$ cat src/rtl/button_event_decoder_if.sv
// Bundles the button-decoder signals: the debounced level and shared 10 ms
// tick going in, and the one-cycle event pulses plus the held level coming out.
interface button_event_decoder_if;
    logic i_level;
    logic i_tick10ms;
    logic o_press;
    logic o_short;
    logic o_long;
    logic o_repeat;
    logic o_held;

    // Upstream side: drives the level and tick, observes the events.
    modport master (
        output i_level,
        output i_tick10ms,
        input  o_press,
        input  o_short,
        input  o_long,
        input  o_repeat,
        input  o_held
    );

    // Decoder side: consumes the level and tick, produces the events.
    modport slave (
        input  i_level,
        input  i_tick10ms,
        output o_press,
        output o_short,
        output o_long,
        output o_repeat,
        output o_held
    );
endinterface

$ cat src/rtl/button_event_decoder.sv
// Classifies debounced button actuations into press / short / long events,
// counting the hold time in 10 ms ticks. All outputs are registered.
// Optional auto-repeat while a long press is held is compiled in when the
// macro BUTTON_EVENT_DECODER_REPEAT_EN is defined; otherwise o_repeat is 0.
module button_event_decoder #(
    parameter int LONG_TICKS   = 100,
    parameter int REPEAT_TICKS = 20
) (
    input  logic                   clk,
    input  logic                   rst,
    button_event_decoder_if.slave  bus
);
    // The counter is shared between the long threshold and the repeat period.
    localparam int MAX_TICKS = (LONG_TICKS > REPEAT_TICKS) ? LONG_TICKS : REPEAT_TICKS;
    localparam int CW        = $clog2(MAX_TICKS + 1);

    typedef enum logic [1:0] {
        IDLE,
        PRESSED,
        LONG
    } state_t;

    state_t          state_reg, state_next;
    logic [CW-1:0]   cnt_reg, cnt_next;
    logic            level_q_reg;
    logic            press_reg, press_next;
    logic            short_reg, short_next;
    logic            long_reg, long_next;
    logic            held_reg, held_next;
`ifdef BUTTON_EVENT_DECODER_REPEAT_EN
    logic            repeat_reg, repeat_next;
`endif

    logic rise;
    logic fall;

    // Edges alternate strictly because level_q_reg tracks the input every cycle.
    assign rise = bus.i_level & ~level_q_reg;
    assign fall = ~bus.i_level & level_q_reg;

    // State, counter, edge-detect history and registered outputs.
    always_ff @(posedge clk or negedge rst) begin
        if (!rst) begin
            state_reg   <= IDLE;
            cnt_reg     <= '0;
            level_q_reg <= 1'b0;
            press_reg   <= 1'b0;
            short_reg   <= 1'b0;
            long_reg    <= 1'b0;
            held_reg    <= 1'b0;
`ifdef BUTTON_EVENT_DECODER_REPEAT_EN
            repeat_reg  <= 1'b0;
`endif
        end else begin
            state_reg   <= state_next;
            cnt_reg     <= cnt_next;
            level_q_reg <= bus.i_level;
            press_reg   <= press_next;
            short_reg   <= short_next;
            long_reg    <= long_next;
            held_reg    <= held_next;
`ifdef BUTTON_EVENT_DECODER_REPEAT_EN
            repeat_reg  <= repeat_next;
`endif
        end
    end

    // Next-state and next-output logic; a release always beats a coincident tick.
    always_comb begin
        state_next  = state_reg;
        cnt_next    = cnt_reg;
        press_next  = 1'b0;
        short_next  = 1'b0;
        long_next   = 1'b0;
`ifdef BUTTON_EVENT_DECODER_REPEAT_EN
        repeat_next = 1'b0;
`endif
        case (state_reg)
            IDLE: begin
                if (rise) begin
                    state_next = PRESSED;
                    cnt_next   = '0;
                    press_next = 1'b1;
                end
            end
            PRESSED: begin
                if (fall) begin
                    state_next = IDLE;
                    short_next = 1'b1;
                end else if (bus.i_tick10ms) begin
                    if (cnt_reg == CW'(LONG_TICKS - 1)) begin
                        state_next = LONG;
                        cnt_next   = '0;
                        long_next  = 1'b1;
                    end else begin
                        cnt_next = cnt_reg + 1'b1;
                    end
                end
            end
            LONG: begin
                if (fall) begin
                    state_next = IDLE;
`ifdef BUTTON_EVENT_DECODER_REPEAT_EN
                end else if (bus.i_tick10ms) begin
                    if (cnt_reg == CW'(REPEAT_TICKS - 1)) begin
                        cnt_next    = '0;
                        repeat_next = 1'b1;
                    end else begin
                        cnt_next = cnt_reg + 1'b1;
                    end
`endif
                end
            end
            default: begin
                state_next = IDLE;
            end
        endcase
        held_next = (state_next == LONG);
    end

    assign bus.o_press  = press_reg;
    assign bus.o_short  = short_reg;
    assign bus.o_long   = long_reg;
    assign bus.o_held   = held_reg;
`ifdef BUTTON_EVENT_DECODER_REPEAT_EN
    assign bus.o_repeat = repeat_reg;
`else
    assign bus.o_repeat = 1'b0;
`endif

endmodule
$ cat src/flat_wrapper.sv
// flat-port wrapper written by rule: the top's interface ports become plain ports
module button_event_decoder_flat 
#(
    parameter int LONG_TICKS   = 100,
    parameter int REPEAT_TICKS = 20
)
  (clk, rst, bus_i_level, bus_i_tick10ms, bus_o_press, bus_o_short, bus_o_long, bus_o_repeat, bus_o_held);
  button_event_decoder_if bus_i ();
  input  logic clk;
  input  logic rst;
  input wire logic [$bits(bus_i.i_level)-1:0] bus_i_level;
  input wire logic [$bits(bus_i.i_tick10ms)-1:0] bus_i_tick10ms;
  output wire logic [$bits(bus_i.o_press)-1:0] bus_o_press;
  output wire logic [$bits(bus_i.o_short)-1:0] bus_o_short;
  output wire logic [$bits(bus_i.o_long)-1:0] bus_o_long;
  output wire logic [$bits(bus_i.o_repeat)-1:0] bus_o_repeat;
  output wire logic [$bits(bus_i.o_held)-1:0] bus_o_held;
  assign bus_i.i_level = bus_i_level;
  assign bus_i.i_tick10ms = bus_i_tick10ms;
  assign bus_o_press = bus_i.o_press;
  assign bus_o_short = bus_i.o_short;
  assign bus_o_long = bus_i.o_long;
  assign bus_o_repeat = bus_i.o_repeat;
  assign bus_o_held = bus_i.o_held;
  button_event_decoder #(.LONG_TICKS(LONG_TICKS), .REPEAT_TICKS(REPEAT_TICKS)) u_core (.clk(clk), .rst(rst), .bus(bus_i));
endmodule
$ cat config.mk
export PLATFORM = sky130hd
export DESIGN_NAME = button_event_decoder_flat
export DESIGN_NICKNAME = d
export VERILOG_FILES = /design/src/rtl/button_event_decoder_if.sv /design/src/rtl/button_event_decoder.sv /design/src/flat_wrapper.sv
export SDC_FILE = /design/constraint.sdc
export NUM_CORES = 1
export LEC_CHECK = 0
export BUFFER_PORTS_ARGS = -buffer_cell sky130_fd_sc_hd__buf_2
export CAP_MARGIN = 5
export CORE_AREA = 8 8 45 47
export DETAILED_ROUTE_END_ITERATION = 8
export DIE_AREA = 0 0 53 55
export GPL_ROUTABILITY_DRIVEN = 0
export PLACE_DENSITY = 0.83
export SETUP_SLACK_MARGIN = 0.2
export SLEW_MARGIN = 20
export SYNTH_ARGS = -nofsm -noshare
export SYNTH_HDL_FRONTEND = slang
export SYNTH_SLANG_ARGS = --single-unit
$ cat constraint.sdc
create_clock -name clk -period 1.9 [get_ports clk]
set_clock_uncertainty 0.2 [all_clocks]
set_input_delay 0.38 -clock clk [delete_from_list [all_inputs] [get_ports clk]]
set_output_delay 0.38 -clock clk [all_outputs]
set_load 0.01 [all_outputs]
==> impl_results.md <==
- Element type at the critical path end: flip-flop
- Tot GR Track Use: 0.1179
- Critical Path AT: ~1800 ps
- CTS Buf Count: 3
- Ys Warns: 0
- Synthesized cell area: 673.1 um2
- Port bufs: 7
- Synthesized area per cell: 10.86 um2
- Fmax achieved: between 500 and 600 MHz
- Initial antenna violation count: 0
- Root Buffer: clkbuf_4
- Vias per cell: between 5 and 6
- Largest net degree at the start of global routing: 15
- Clock latency on the worst-skew pair: 280 ps
- Commonest non-fill, non-tap cells in the layout: 14 x dfrtp_1, 9 x nor2_1, 8 x buf_4, 7 x buf_2
- Fin crit period: 1736 ps
- Drt drc: 0
- CTS Buffer Depth: 2
- Worst path required time: between 1500 and 2000 ps
- Synthesized flop and latch total: 14
- Worst-path clk slew: 90 ps
- DR pass1 iterations: 4
- Final Util: 0.6175
- Finish-stage setup viols: 0
- GRT overflow: 0
- Syn_nets: 67
- First-pass GRT wire length: 2.456 mm
- Antenna diodes: 0
- Status: complete, no violations
- Fillers: ~100
- PD cells: ~920 mW/mm2
- GRT busiest layer: met2
- Register area share after synthesis: 0.5204
- DR iter-0 viols: 15
- GR met2 Demand/Resource: 0.1934
- Global-route met3 utilization: 0.01070
- Worst VDD drop: ~440 uV
- Fin. max-slew vios: 0
- H-tree levels: 1
- Setup TNS Final: 0 ps
- Max reg flops: 7
- Row cnt: 14
- Vias in the first global route: 557
- Via count: 550
- Distinct cell type count of the synthesized netlist: 24
- Final hold violation count: 0
- Mapped Cells: 62
- Leak: roughly 0.43 nW
- Max cap viols: 0
- Synth top area cells: dfrtp_1 52%, a221o_1 5.9%, nor2_1 5.0%
- Leading area contributor after synthesis: dfrtp_1
- Hold WC Path Type: in2reg
- Die Width: 53 um
- Routed wire per std cell: 15.85 um
- RSZ-0062 raised after global routing: true
- Largest fanout on the critical path: 7
- Total wire length: around 1.5 mm
- R2r setup slk: 160 ps
- Clock Sinks: 14
- Crit Path Class: reg2reg
- Die Footprint: 0.002915 mm2
- Area Overhead vs Synth: 26.95%
- GR Util met1: 0.1260
- Commonest non-fill, non-tap cell in the layout: dfrtp_1
- # IOs: 9
- Starting Density: 0.4864
- Die Y: 55 um
- CTS tree: done
- CP startpoint kind: flip-flop
- Std-Cell Core Area: 0.001384 mm2
- Period utilisation layout: 0.9138
- Final ANT Viol Nets: 0
- Fin nets: 86
- Overall power: 783.3 uW
- Synth top area share: 0.5204
- Share of layout cells above drive strength 1: 0.3375
[where the power goes]
part | leakage, nW | switching, mW | total, mW | internal, mW
sequential | 0.188 | 0.0330 | 0.365 | 0.332
clock | 0.0210 | 0.101 | 0.218 | 0.117
combinational | 0.223 | 0.0894 | 0.200 | 0.111
total | 0.433 | 0.224 | 0.783 | 0.560
[critical path, cell delays in order, from the launching register on]
cell,delay [ps]
dfrtp_1,400
ha_2,190
nor2b_4,140
a21oi_2,180
nor3b_4,360
a221o_1,210
[synthesized netlist by cell type, drive strengths merged]
master,count
and2b,1
ha,1
nor2,9
nand2b,2
buf,2
dfrtp,14
o21a,2
a31oi,2
a21oi,1
and3,4
nor2b,3
nand2,3
a22o,2
or3,1
conb,1
and4bb,1
or2,3
nor3b,2
nand3,3
mux2,1
a221o,4
[metal layers]
| layer | routed length (um) | vias up |
|---|---|---|
| met2 | 763 | 19 |
| li1 | - | 258 |
| met4 | 61 | 0 |
| met3 | 69 | 6 |
| met1 | 628 | 267 |
| met5 | 0 | - |
[worst paths after layout]
kind / from / to / cells past startpoint
worst max-delay path: u_core.cnt_reg[1] / u_core.cnt_reg[3] / 5
worst min-delay path: bus_i_level / u_core.level_q_reg / 1
worst max register to register: u_core.cnt_reg[1] / u_core.cnt_reg[3] / 5
worst min register to register: u_core.state_reg[1] / u_core.bus.o_press / 2
max in group asynchronous: rst / u_core.state_reg[1] / 2
min in group asynchronous: rst / u_core.cnt_reg[4] / 2
[area by class of cell]
cell class                      count  area (um2)  share of cell area
Timing Repair Buffer               16       105.1              0.1230
Clock buffer                        4       36.28             0.04246
Multi-Input combinational cell     46       342.8              0.4012
Tap cell                           16       20.02             0.02343
Sequential cell                    14       350.3              0.4100
[repair_timing]
action	in CTS	in global routing
buffers inserted	2	3
cloned	0	0
endpoints found under the hold margin	14	0
gates resized for setup	7	1
setup endpoints to repair	7	7
pin swaps	5	6
hold buffers	1	0
[kinds of logic (layout without fill, tap and decap cells)]
family | count (synthesis) | count (layout) | share of synthesized area
multiplexers | 1 | 1 | 0.01673
AND/OR/NAND/NOR | 32 | 32 | 0.2862
AO/OA/AOI/OAI | 11 | 11 | 0.1338
flip-flops | 14 | 14 | 0.5205
other | 1 | 1 | 0.005571
buffers and inverters | 2 | 20 | 0.01858
adder cells (fa/ha/maj) | 1 | 1 | 0.01858
[through the flow]
stage	setup WS [ps]	cell area, um2	instances	hold WS [ps]
global placement	100.5	744.5	86	85.29
CTS	203.5	825.8	93	23.39
finish	163.8	854.6	96	32.32
floorplan	199.5	679.4	62	-115.6
global route	98.62	854.6	96	32.14
detailed placement	53.25	744.5	86	90.60
(Power assumes the default switching activity.)
